### src/rtl/display_compositor.sv
// display_compositor: selects game planes or end frame by mode, snapshots the
// chosen image once per frame and row-scans it onto a 16x16 bi-colour matrix.
// Optional macro BLINK_EN: blink the end image every BLINK_FRAMES frames.
module display_compositor #(
  parameter int unsigned DWELL = 8,
  parameter int unsigned BLANK = 1
`ifdef BLINK_EN
  ,
  parameter int unsigned BLINK_FRAMES = 16
`endif
) (
  input  logic              CLK,
  input  logic              RST,
  input  logic              ENDen,
  input  logic [15:0][15:0] PixGAME,
  input  logic [15:0][15:0] PixPLAYER,
  input  logic [15:0][15:0] PixEND,
  output logic [15:0]       RowEn,
  output logic [15:0]       RedRow,
  output logic [15:0]       GrnRow,
  output logic              FrameStart
);

  localparam int unsigned CW = (DWELL <= 2) ? 1 : $clog2(DWELL);

  // run_q is low only until the first edge after reset, which is itself a frame boundary
  logic              run_q, run_d;
  logic [CW-1:0]     c_q, c_d;
  logic [3:0]        row_q, row_d;
  logic              mode_q, mode_d;
  logic [15:0][15:0] redbuf_q, redbuf_d;
  logic [15:0][15:0] grnbuf_q, grnbuf_d;
  logic [15:0]       row_en_q, row_en_d;
  logic [15:0]       red_row_q, red_row_d;
  logic [15:0]       grn_row_q, grn_row_d;
  logic              frame_start_q, frame_start_d;
  logic              boundary;
  logic              show;

`ifdef BLINK_EN
  localparam int unsigned FW = (BLINK_FRAMES <= 1) ? 1 : $clog2(2 * BLINK_FRAMES);
  logic [FW-1:0] f_q, f_d;
`endif

  // Scan counters, frame snapshot and output decode for the state after this edge
  always_comb begin
    run_d         = 1'b1;
    c_d           = c_q;
    row_d         = row_q;
    mode_d        = mode_q;
    redbuf_d      = redbuf_q;
    grnbuf_d      = grnbuf_q;
    boundary      = 1'b0;
    show          = 1'b1;
    row_en_d      = '0;
    red_row_d     = '0;
    grn_row_d     = '0;
`ifdef BLINK_EN
    f_d           = f_q;
`endif

    if (!run_q) begin
      boundary = 1'b1;
    end else if (c_q == CW'(DWELL - 1)) begin
      c_d      = '0;
      row_d    = row_q + 4'd1;
      boundary = (row_q == 4'd15);
    end else begin
      c_d = c_q + CW'(1);
    end

    if (boundary) begin
      mode_d = ENDen;
      if (ENDen) begin
        redbuf_d = PixEND;
        grnbuf_d = '0;
      end else begin
        redbuf_d = PixGAME;
        grnbuf_d = PixPLAYER;
      end
`ifdef BLINK_EN
      // f counts frames since entry to end mode; zero whenever either side is game mode
      if (mode_q && ENDen) begin
        f_d = (f_q == FW'(2 * BLINK_FRAMES - 1)) ? '0 : f_q + FW'(1);
      end else begin
        f_d = '0;
      end
`endif
    end

`ifdef BLINK_EN
    show = !(mode_d && (f_d >= FW'(BLINK_FRAMES)));
`endif

    frame_start_d = boundary;
    if (c_d >= CW'(BLANK)) begin
      row_en_d = 16'd1 << row_d;
      if (show) begin
        red_row_d = redbuf_d[row_d];
        grn_row_d = grnbuf_d[row_d];
      end
    end
  end

  // State and output registers
  always_ff @(posedge CLK or negedge RST) begin
    if (!RST) begin
      run_q         <= 1'b0;
      c_q           <= '0;
      row_q         <= '0;
      mode_q        <= 1'b0;
      redbuf_q      <= '0;
      grnbuf_q      <= '0;
      row_en_q      <= '0;
      red_row_q     <= '0;
      grn_row_q     <= '0;
      frame_start_q <= 1'b0;
    end else begin
      run_q         <= run_d;
      c_q           <= c_d;
      row_q         <= row_d;
      mode_q        <= mode_d;
      redbuf_q      <= redbuf_d;
      grnbuf_q      <= grnbuf_d;
      row_en_q      <= row_en_d;
      red_row_q     <= red_row_d;
      grn_row_q     <= grn_row_d;
      frame_start_q <= frame_start_d;
    end
  end

`ifdef BLINK_EN
  // Blink frame counter
  always_ff @(posedge CLK or negedge RST) begin
    if (!RST) begin
      f_q <= '0;
    end else begin
      f_q <= f_d;
    end
  end
`endif

  assign RowEn      = row_en_q;
  assign RedRow     = red_row_q;
  assign GrnRow     = grn_row_q;
  assign FrameStart = frame_start_q;

endmodule

### config.mk
export PLATFORM = sky130hd
export DESIGN_NAME = display_compositor
export DESIGN_NICKNAME = d
export VERILOG_FILES = /design/src/rtl/display_compositor.sv
export SDC_FILE = /design/constraint.sdc
export NUM_CORES = 1
export LEC_CHECK = 0
export ABC_AREA = 1
export BUFFER_PORTS_ARGS = -buffer_cell sky130_fd_sc_hd__buf_2
export CAP_MARGIN = 20
export CORE_AREA = 2 2 319 321
export CTS_CLUSTER_SIZE = 10
export DETAILED_ROUTE_END_ITERATION = 7
export DIE_AREA = 0 0 321 323
export HOLD_SLACK_MARGIN = 0.05
export PLACE_DENSITY = 0.53
export SLEW_MARGIN = 20
export SYNTH_ARGS = -nofsm -noshare
export SYNTH_HDL_FRONTEND = slang
export SYNTH_SLANG_ARGS = --single-unit
### constraint.sdc
create_clock -name CLK -period 5.2 [get_ports CLK]
set_input_delay 0.52 -clock CLK [delete_from_list [all_inputs] [get_ports CLK]]
set_output_delay 0.52 -clock CLK [all_outputs]
set_load 0.005 [all_outputs]
Word level (Yosys, flattened, before mapping)
Index checks and enable logic that the tools add are counted.
{ "totals": {"reg_bits": 569, "inputBits": 771, "output_inout_bits": 49, "word_cells": 63} }
{ "op_classes": {"addsub": 2, "magnitude_cmp": 2, "n_eq_ne": 2, "shift": 1, "n_mux": 17} }
{ "op_table": {"columns": ["op", "n"], "rows": [
  ["$mux 256", 4],
  ["$bmux 16 s4", 2],
  ["$mux 16", 5],
  ["$shl 1x4->16 const A", 1],
  ["$mux 4", 2],
  ["$mux 3", 2],
  ["$lt 4x5->1 const B", 1],
  ["$add 4x1->4 const B", 1],
  ["$eq 4x4->1 const B", 1],
  ["$add 3x1->3 const B", 1],
  ["$eq 3x3->1 const B", 1],
  ["$ge 3x1->1 const B", 1],
  ["$mux 1", 2]
]} }

Depth between registers and ports, before layout
Gate-level depths: netlist (run 1).
{ "depth": {"depth_word": 7, "mapped_depth": 16, "ltp_nobuf": 14} }

Worst setup path after synthesis (run 1)
Ideal clock, no wire load.
{ "synth_path": {"path_kind": "register -> register", "from": "register c_q[0]", "to": "register red_row_q[14], in the netlist RedRow[14]", "setup_time_ns": 0.117, "arrival_ns": 1.962, "t_required_ns": 5.083, "setup_slack_ns": 3.121, "path_stages_with_launch": 16, "path_buffers": 2, "period_less_slack_ns": 2.079, "cell_sequence": "dfrtp_1 > ha_1 > ha_1 > nand2_2 > inv_2 > nand2_2 > xor2_4 > inv_2 > buf_4 > buf_2 > o21ai_0 > inv_1 > nand2_1 > nand2_1 > nor2_1 > nor2_1"} }
{ "synth_via": {"elab_chain_len": 7, "elab_cells_between_ends": 13, "cone_classes": "add/sub: 1; order compare: 1; eq/ne: 1; mux: 10"} }
{ "synth_lines": {"columns": ["element", "line", "rtl"], "rows": [
  ["from (decl)", "28", "logic [CW-1:0] c_q, c_d;"],
  ["from (signal assigned)", "109", "c_q <= '0;"],
  ["from (signal assigned)", "120", "c_q <= c_d;"],
  ["$eq 3x3->1", "64", "end else if (c_q == CW'(DWELL - 1)) begin"],
  ["$mux 1", "64", null],
  ["$mux 1", "62", "if (!run_q) begin"],
  ["$mux 256", "72", "if (boundary) begin"],
  ["$bmux 16 s4", "99", "red_row_d = redbuf_d[row_d];"],
  ["$mux 16 (not written as such)", "99", null],
  ["$mux 16 *", "96", "if (c_d >= CW'(BLANK)) begin"],
  ["named net red_row_d[14]", "34", "logic [15:0] red_row_q, red_row_d;"],
  ["to (signal assigned)", "126", "red_row_q <= red_row_d;"],
  ["to (decl)", "34", null]
]} }
The timed path passes the listed nets; every way through them passes the cells marked *. The select of a mux whose other input is x is not followed.

Worst setup path after layout (run 1)
{ "layout_path": {"from": "register c_q[0]", "to": "register red_row_q[10], in the netlist RedRow[10]"} }
Same word-level chain as after synthesis.

==> reports/metrics.json, run 1 <==
{
  "worst_hold_path.num_cells": {"value": 3},
  "worstSetupPathType": {"value": "reg2reg"},
  "synth_seq_cells": {"value": 569},
  "antenna_found_initial": {"value": 35},
  "synthesis.instances": {"value": 4629},
  "whs": {"value": 0.170, "unit": "ns"},
  "synth.yosys.warnings": {"value": 0},
  "fin_nets": {"value": 6035},
  "total_of_endpoints_with_negative_setup_slack_in_the_final_report": {"value": 0},
  "cts-resized-gates": {"value": 0},
  "clockBufferDepth": {"value": 3},
  "port_buffers": {"value": 819},
  "place_area": {"value": 36400, "unit": "µm²"},
  "place.detailed.hpwl": {"value": 100000, "unit": "µm"},
  "yosys.cell_types.count": {"value": 28},
  "cts-buffers-inserted": {"value": 72},
  "cp.required": {"value": 5.74, "unit": "ns"},
  "outcome": {"value": "completed"},
  "setup.worst_path.end_class": {"value": "register"},
  "drt_wl_total": {"value": 139000, "unit": "µm"},
  "synthArstFlopShare": {"value": 1.00},
  "drt-wirelength-per-cell": {"value": 21.0, "unit": "µm"},
  "drtPass1Iterations": {"value": 6},
  "register_area": {"value": 14200, "unit": "µm²"},
  "timing.critical_path.arrival": {"value": 4.04, "unit": "ns"},
  "drtIter0Drc": {"value": 2618},
  "worst_slew_pin_slew": {"value": 1.03, "unit": "ns"},
  "avgViaCountPerCell": {"value": 4.83},
  "post_detailed_route_drc_marker_count": {"value": 0},
  "layout_cell_share_with_drive_strength_beyond_1": {"value": 0.187},
  "dieArea": {"value": 104000, "unit": "µm²"},
  "synth_largest_type_area_fraction": {"value": 0.451},
  "gp_congestion": {"value": 0.873},
  "edff_count_synth": {"value": 0},
  "skew": {"value": 0.0230, "unit": "ns"},
  "numPlacedInstances": {"value": 6495},
  "fin_area": {"value": 38600, "unit": "µm²"},
  "start_util": {"value": 0.314},
  "top_level_ports": {"value": 820},
  "yosys-top-cells-area": {"value": "sky130_fd_sc_hd__dfrtp_1 (45%), sky130_fd_sc_hd__nand2_1 (23%), sky130_fd_sc_hd__nand3_1 (11%)"},
  "cts_max_level": {"value": 3},
  "cts_tree": {"value": "yes"},
  "timing.final.hold_violations": {"value": 0},
  "yosys.cell_count.top_type": {"value": "sky130_fd_sc_hd__nand2_1"},
  "synth_seq_area_share": {"value": 0.451},
  "worst_skew_pair.late_latency": {"value": 0.62, "unit": "ns"},
  "p_leak": {"value": 22.0, "unit": "nW"},
  "detailroute.via_count": {"value": 32027},
  "grt_max_degree": {"value": 237},
  "synthesis.area": {"value": 31600, "unit": "µm²"},
  "synth_area_leader_cell": {"value": "sky130_fd_sc_hd__dfrtp_1"},
  "synth_top_flop_cell": {"value": "sky130_fd_sc_hd__dfrtp_1"},
  "worst-path-max-fanout": {"value": 236},
  "die_h": {"value": 323, "unit": "µm"},
  "worstHoldPathType": {"value": "in2reg"},
  "syn_to_final_growth": {"value": 22.2, "unit": "%"},
  "p_total": {"value": 16.8, "unit": "mW"},
  "unrepaired_setup_endpoints_after_global_routing": {"value": "no"},
  "overflow_left_after_global_routing": {"value": 0},
  "grt_pass1_vias": {"value": 30806},
  "number_of_nets_in_the_synthesized_netlist": {"value": 5403},
  "grt_first_pass_wirelength": {"value": 201000, "unit": "µm"},
  "clock_period_minus_final_worst_setup_slack": {"value": 3.50, "unit": "ns"},
  "max_cap_viol_count": {"value": 0},
  "timing.max_slew.rel_slack": {"value": 0.315},
  "timing.reg2reg.worst_path_depth": {"value": 11},
  "layout.filler_cells": {"value": 10940},
  "ir_drop": {"value": 0.000619, "unit": "V"},
  "post_cts_buffers": {"value": 0},
  "grt_util_all_layers": {"value": 0.261},
  "cts.reportedPaths.clkPinSlew": {"value": 0.06, "unit": "ns"},
  "clock_sink_count": {"value": 569},
  "die_w": {"value": 321, "unit": "µm"},
  "clockRootBuffer": {"value": "sky130_fd_sc_hd__clkbuf_16"},
  "synth_common_cells": {"value": "sky130_fd_sc_hd__nand2_1 (1949), sky130_fd_sc_hd__nand3_1 (698), sky130_fd_sc_hd__dfrtp_1 (569), sky130_fd_sc_hd__nor2_1 (396), sky130_fd_sc_hd__inv_1 (340)"},
  "power_per_cell_area": {"value": 435, "unit": "nW/µm²"},
  "final.setup.tns": {"value": 0, "unit": "ns"},
  "syn_area_per_cell": {"value": 6.82, "unit": "µm²"},
  "timing.fmax": {"value": 286, "unit": "MHz"},
  "multi_input_comb_area": {"value": 14400, "unit": "µm²"},
  "crit_path_start_kind": {"value": "register"},
  "floorplan.rows": {"value": 117},
  "ant_nets": {"value": 0},
  "finalCritPeriodShare": {"value": 0.673},
  "core_footprint": {"value": 101000, "unit": "µm²"},
  "finalMaxSlewViolations": {"value": 0},
  "finalNonFillerCells": {"value": 6626}
}
-- report_power, final --
group	internal (mW)	switching, mW	leakage, nW	total, mW
registers	4.97	0.225	7.17	5.20
clock network	2.78	2.04	1.07	4.82
logic	1.95	4.80	13.8	6.75
-- flip-flops by register name, indices dropped and copies added (netlist names) --
register / count
FrameStart: 1
GrnRow: 16
RedRow: 16
RowEn: 16
c_q: 3
grnbuf_q: 256
redbuf_q: 256
row_q: 4
run_q: 1
-- metal layers --
layer  vias up  routed length (µm)  track usage
met5         -                 203            0
met4        30                4800       0.0922
met3       211                7760       0.0432
met2      1000               67100        0.439
met1     15031               59400        0.337
li1      15755                   -            -
-- worst max-delay path: stages (launching register included) --
cell and delay [ns]:
sky130_fd_sc_hd__dfrtp_1 0.37, sky130_fd_sc_hd__ha_1 0.15, sky130_fd_sc_hd__ha_1 0.25, sky130_fd_sc_hd__nand2_1 0.14, sky130_fd_sc_hd__o21ai_4 0.47, sky130_fd_sc_hd__buf_12 0.58
sky130_fd_sc_hd__nand2_1 0.20, sky130_fd_sc_hd__o211ai_1 0.17, sky130_fd_sc_hd__nand3_1 0.22, sky130_fd_sc_hd__nor2_1 0.40, sky130_fd_sc_hd__nor2_1 0.12, sky130_fd_sc_hd__nor2_1 0.11
-- final timing paths --
check	start	end	slack, ns
min	PixPLAYER[2]	grnbuf_q[2]	0.17
min in group asynchronous	RST	FrameStart	0.50
max	c_q[0]	RedRow[10]	1.70
min reg2reg	redbuf_q[89]	redbuf_q[89]	0.46
max reg2reg	c_q[0]	RedRow[10]	1.70
max in group asynchronous	RST	redbuf_q[150]	3.39
-- cells in the final DEF, fill, tap and decap left out, types with 2 or more instances in the layout --
cell type                   count
sky130_fd_sc_hd__clkinv_2       6
sky130_fd_sc_hd__o21a_1        16
sky130_fd_sc_hd__buf_2        817
sky130_fd_sc_hd__o21ai_1       21
sky130_fd_sc_hd__o211ai_1      80
sky130_fd_sc_hd__a21oi_1       34
sky130_fd_sc_hd__nand3b_1      12
sky130_fd_sc_hd__o21ai_0      167
sky130_fd_sc_hd__ha_1           3
sky130_fd_sc_hd__inv_4          3
sky130_fd_sc_hd__inv_2          4
sky130_fd_sc_hd__buf_8          2
sky130_fd_sc_hd__inv_16         2
sky130_fd_sc_hd__inv_6          3
sky130_fd_sc_hd__nor2_4         2
sky130_fd_sc_hd__nand2_1     1948
sky130_fd_sc_hd__nand3_1      698
sky130_fd_sc_hd__buf_12        17
sky130_fd_sc_hd__clkbuf_1      16
sky130_fd_sc_hd__clkbuf_16     74
sky130_fd_sc_hd__or2_2          4
sky130_fd_sc_hd__dfrtp_1      568
sky130_fd_sc_hd__nand2_2        7
sky130_fd_sc_hd__inv_1        338
sky130_fd_sc_hd__clkinv_1       5
sky130_fd_sc_hd__clkbuf_8       9
sky130_fd_sc_hd__nor2_1       396
sky130_fd_sc_hd__buf_4         33
sky130_fd_sc_hd__o21bai_1       2
sky130_fd_sc_hd__diode_2       18
-- cells by family after synthesis --
kind of cell	share of synthesized area
AOI/OAI and AO/OA	0.0588
and+or+nand+nor	0.396
other	0.000119
DFF	0.451
buffers and inverters	0.0926
adders and majority gates	0.00119
xor gates and xnor gates	0.000872
-- per-stage QoR --
step | worst slack [ns] | utilization
2_1_floorplan | 3.12 | -
3_3_place_gp | 1.56 | 0.361
3_5_place_dp | 1.54 | 0.361
4_1_cts | 1.75 | 0.383
5_1_grt | 1.56 | 0.383
6_report | 1.70 | 0.383
-- what timing repair did --
action                                  in CTS  in global routing
hold buffers                                 1                  0
endpoints found under the setup margin       0                  0
hold endpoints to repair                    71                  0
-- final cells by class --
type | count | share of cell area
inverters | 352 | 0.0348
flip-flops and latches | 569 | 0.369
clock buffers | 99 | 0.0528
diodes | 18 | 0.00117
clock inverters | 13 | 0.00366
repair buffers | 870 | 0.122
well taps | 1309 | 0.0424
multi-input cells | 3396 | 0.374
Power figures use the tool's default switching activity.
==> inputs of run 2 (changes only) <==
==> constraint.sdc (replaced) <==
create_clock -name CLK -period 3.5 [get_ports CLK]
set_input_delay 0.35 -clock CLK [delete_from_list [all_inputs] [get_ports CLK]]
set_output_delay 0.35 -clock CLK [all_outputs]
set_load 0.005 [all_outputs]
==> run 2 against run 1 <==
Compared with the run above: worst setup slack worse by 1.4 ns; first-iteration DRC count down 1.4%; critical path depth up 3; global-route usage up 1.1 points; final cell count up 2.9%; via count up 4.0%; sequential power up 48%; register-to-register slack worse by 1.4 ns; die area unchanged; combinational power up 56%; clock skew down 0.0023 ns.
==> reports/metrics.json, run 2 (same netlist as run 1, synthesis figures left out) <==
{
  "floorplan.rows": {"value": 117, "change": "unchanged"},
  "detailroute.wirelength.met2": {"value": 69800, "unit": "µm", "change": "+4.1%"},
  "syn_to_final_growth": {"value": 28.9, "unit": "%"},
  "routed.top_layer": {"value": "met5"},
  "clockRootBuffer": {"value": "sky130_fd_sc_hd__clkbuf_16"},
  "clockBufferDepth": {"value": 3, "change": "unchanged"},
  "outcome": {"value": "completed"},
  "met1_length": {"value": 62700, "unit": "µm", "change": "+5.5%"},
  "net-switching-power": {"value": 10.6, "unit": "mW", "change": "+50%"},
  "core_footprint": {"value": 101000, "unit": "µm²", "change": "unchanged"},
  "switching_share": {"value": 0.419, "change": "-0.00277"},
  "final.setup.tns": {"value": 0, "unit": "ns", "change": "unchanged"},
  "timing.reg2reg.worst_path_depth": {"value": 14, "change": "+3"},
  "ir_drop": {"value": 0.000371, "unit": "V", "change": "-40%"},
  "grt_util_all_layers": {"value": 0.272, "change": "+0.0112"},
  "ant_nets": {"value": 0, "change": "unchanged"},
  "top_regs": {"value": "grnbuf_q: 256 flops, redbuf_q: 256 flops"},
  "fin_nets": {"value": 6242, "change": "+3.4%"},
  "grt_pass1_vias": {"value": 32300, "change": "+4.8%"},
  "total_of_endpoints_with_negative_setup_slack_in_the_final_report": {"value": 0, "change": "unchanged"},
  "final_cell_mix": {"value": "sky130_fd_sc_hd__nand2_1 (1948), sky130_fd_sc_hd__buf_2 (817), sky130_fd_sc_hd__nand3_1 (698), sky130_fd_sc_hd__dfrtp_1 (568), sky130_fd_sc_hd__nor2_1 (396)"},
  "post_detailed_route_drc_marker_count": {"value": 0, "change": "unchanged"},
  "grt_first_pass_wirelength": {"value": 210000, "unit": "µm", "change": "+4.4%"},
  "worstHoldEndpoint": {"value": "redbuf_q[243]"},
  "drtPass1Iterations": {"value": 5, "change": "-1"},
  "cp.required": {"value": 4.03, "unit": "ns", "change": "-1.71 ns"},
  "overflow_left_after_global_routing": {"value": 0, "change": "unchanged"},
  "dieArea": {"value": 104000, "unit": "µm²", "change": "unchanged"},
  "skew": {"value": 0.0206, "unit": "ns", "change": "-0.00233 ns"},
  "start_util": {"value": 0.314, "change": "unchanged"},
  "post_cts_buffers": {"value": 0, "change": "unchanged"},
  "drt_wl_total": {"value": 144000, "unit": "µm", "change": "+3.7%"},
  "share_comb_of_total_power": {"value": 0.417, "change": "+0.014"},
  "power_per_cell_area": {"value": 620, "unit": "nW/µm²", "change": "+43%"},
  "worst_skew_pair.late_latency": {"value": 0.62, "unit": "ns", "change": "about the same"},
  "worst_hold_path.num_cells": {"value": 5, "change": "+2"},
  "worst_slew_pin_slew": {"value": 1.16, "unit": "ns", "change": "+0.133 ns"},
  "worstHoldPathType": {"value": "in2reg"},
  "clock_period_minus_final_worst_setup_slack": {"value": 3.24, "unit": "ns", "change": "-0.255 ns"},
  "crit_path_start_kind": {"value": "register"},
  "place.detailed.hpwl": {"value": 106000, "unit": "µm", "change": "+6.1%"},
  "cpMaxStageDelayCell": {"value": "sky130_fd_sc_hd__buf_4"},
  "crit_chain": {"value": "ha_1 > ha_1 > nand2_1 > o21ai_4 > buf_4 > buf_4 > nand2_1 > nand3_1 > nand2_1 > nor2_1 > nand2_1 > nand2_1 > nor2_1 > nor2_1"},
  "r2r_start": {"value": "c_q[0]"},
  "p_seq_frac": {"value": 0.306, "change": "-0.004"},
  "setup.worst_path.end_class": {"value": "register"},
  "finalCritPeriodShare": {"value": 0.927, "change": "+0.254"},
  "max_cap_viol_count": {"value": 0, "change": "unchanged"},
  "die_h": {"value": 323, "unit": "µm", "change": "unchanged"},
  "port_buffers": {"value": 819, "change": "unchanged"},
  "numPlacedInstances": {"value": 6551, "change": "+0.86%"},
  "most_common_cell_after_layout_fill_and_taps_aside": {"value": "sky130_fd_sc_hd__nand2_1"},
  "drt-wirelength-per-cell": {"value": 21.2, "unit": "µm", "change": "+0.80%"},
  "layout.filler_cells": {"value": 10840, "change": "-0.91%"},
  "timing.fmax": {"value": 308, "unit": "MHz", "change": "+7.9%"},
  "detailroute.via_count": {"value": 33324, "change": "+4.0%"},
  "timing.reg2reg.setup_slack": {"value": 0.26, "unit": "ns", "change": "-1.44 ns"},
  "cts.reportedPaths.clkPinSlew": {"value": 0.06, "unit": "ns", "change": "about the same"},
  "antenna_found_initial": {"value": 18, "change": "-49%"},
  "finalNonFillerCells": {"value": 6818, "change": "+2.9%"},
  "cts_tree": {"value": "yes"},
  "unrepaired_setup_endpoints_after_global_routing": {"value": "no"},
  "clk_pwr_share": {"value": 0.278, "change": "-0.009"},
  "worst-path-max-fanout": {"value": 45, "change": "-81%"},
  "top_level_ports": {"value": 820, "change": "unchanged"},
  "met3RoutedLength": {"value": 6900, "unit": "µm", "change": "-11%"},
  "internal-power": {"value": 14.7, "unit": "mW", "change": "+51%"},
  "timing.rr.end": {"value": "RedRow[14]"},
  "clock_sink_count": {"value": 569, "change": "unchanged"},
  "hold_crit_start": {"value": "PixEND[243]"},
  "critical-path-max-stage-delay": {"value": 0.52, "unit": "ns", "change": "-0.06 ns"},
  "p_leak": {"value": 23.0, "unit": "nW", "change": "+4.4%"},
  "gp_congestion": {"value": 0.879, "change": "+0.69%"},
  "timing.final.hold_violations": {"value": 0, "change": "unchanged"},
  "die_w": {"value": 321, "unit": "µm", "change": "unchanged"},
  "cts_max_level": {"value": 3, "change": "unchanged"},
  "cts-buffers-inserted": {"value": 71, "change": "-1.4%"},
  "worstPathBufferInverterCount": {"value": 2, "change": "+1"},
  "timing.max_slew.rel_slack": {"value": 0.227, "change": "-0.0884"},
  "avgViaCountPerCell": {"value": 4.89, "change": "+1.1%"},
  "timing.critical_path.arrival": {"value": 3.77, "unit": "ns", "change": "-0.27 ns"},
  "critical-path-top-delay-family": {"value": "simple AND/OR/NAND/NOR gates"},
  "path_common_cell": {"value": "sky130_fd_sc_hd__nand2_1"},
  "layout_cell_share_with_drive_strength_beyond_1": {"value": 0.190, "change": "+0.00254"},
  "finalMaxSlewViolations": {"value": 0, "change": "unchanged"},
  "drtIter0Drc": {"value": 2582, "change": "-1.4%"},
  "worstSetupPathType": {"value": "reg2reg"},
  "grt_max_degree": {"value": 197, "change": "-17%"}
}
run 2: cell count changes in the layout (fill, tap and decap cells not counted):
| cell | previous run | this run |
|---|---|---|
| sky130_fd_sc_hd__dlygate4sd3_1 | 1 | 153 |
| sky130_fd_sc_hd__buf_4 | 33 | 69 |
| sky130_fd_sc_hd__buf_12 | 17 | 37 |
| sky130_fd_sc_hd__clkbuf_1 | 16 | 15 |
| sky130_fd_sc_hd__clkinv_2 | 6 | 3 |
| sky130_fd_sc_hd__inv_16 | 2 | 1 |
| sky130_fd_sc_hd__clkinv_8 | 1 | 3 |
| sky130_fd_sc_hd__clkbuf_16 | 74 | 72 |
| sky130_fd_sc_hd__diode_2 | 18 | 7 |
run 2: worst max path at each step:
stage               startpoint  cells past startpoint          to  slack (ns)
floorplan               c_q[0]                     15  RedRow[14]        1.42
global placement        c_q[0]                     14  RedRow[14]        0.29
detailed placement      c_q[0]                     14  RedRow[14]        0.28
CTS                     c_q[0]                     14  RedRow[14]        0.27
global route            c_q[0]                     14  RedRow[14]        0.10
finish                  c_q[0]                     14  RedRow[14]        0.26
run 2: cell type report:
type                       instances  area (µm²)  share of cell area
tap                             1309        1640              0.0402
clock buffer                      96        1980              0.0487
antenna                            7        17.5            0.000430
inverter                         352        1340              0.0330
multi-input combinational       3396       14400               0.355
timing repair buffer            1078        6910               0.170
clock inverter                    11         139             0.00341
sequential                       569       14200               0.350
run 2: stage by stage:
stage / instance area (µm²) / total power, mW / hold slack (ns) / setup slack, ns / util
after floorplan: 31600 / 13.4 / 0.0544 / 1.42 / -
after global placement: 37000 / 18.3 / 0.390 / 0.290 / 0.368
after detailed placement: 37000 / 18.3 / 0.395 / 0.276 / 0.368
after CTS: 40700 / 25.5 / 0.0501 / 0.271 / 0.404
after global routing: 40700 / 26.8 / 0.0504 / 0.102 / 0.404
final: 40700 / 25.2 / 0.0719 / 0.257 / 0.404
run 2: worst register-to-register path, cell delays in order, from the launching register on:
cell                      delay (ns)
sky130_fd_sc_hd__dfrtp_1        0.36
sky130_fd_sc_hd__ha_1           0.15
sky130_fd_sc_hd__ha_1           0.23
sky130_fd_sc_hd__nand2_1        0.13
sky130_fd_sc_hd__o21ai_4        0.39
sky130_fd_sc_hd__buf_4          0.52
sky130_fd_sc_hd__buf_4          0.33
sky130_fd_sc_hd__nand2_1        0.09
sky130_fd_sc_hd__nand3_1        0.12
sky130_fd_sc_hd__nand2_1        0.06
sky130_fd_sc_hd__nor2_1         0.33
sky130_fd_sc_hd__nand2_1        0.14
sky130_fd_sc_hd__nand2_1        0.15
sky130_fd_sc_hd__nor2_1         0.06
sky130_fd_sc_hd__nor2_1         0.12
run 2: repair_timing:
item                       4_1_cts  5_1_grt
hold endpoints to repair       194        0
setup endpoints to repair        0        0
hold buffers                   153        0
resized for setup                0        0
run 2: layer usage:
layer	vias to the layer above	global-route usage
met5	-	0
met4	14	0.0887
met3	229	0.0364
met2	1113	0.463
met1	15825	0.356
li1	16143	-
run 2: power by group through the flow:
stage,Combinational (mW),Clock (mW),Sequential (mW)
6_report,10.5,7.01,7.71
5_1_grt,11.6,7.38,7.77
4_1_cts,10.7,7.13,7.71
3_5_place_dp,10.5,0,7.82
3_3_place_gp,10.5,0,7.81
2_1_floorplan,5.67,0,7.70
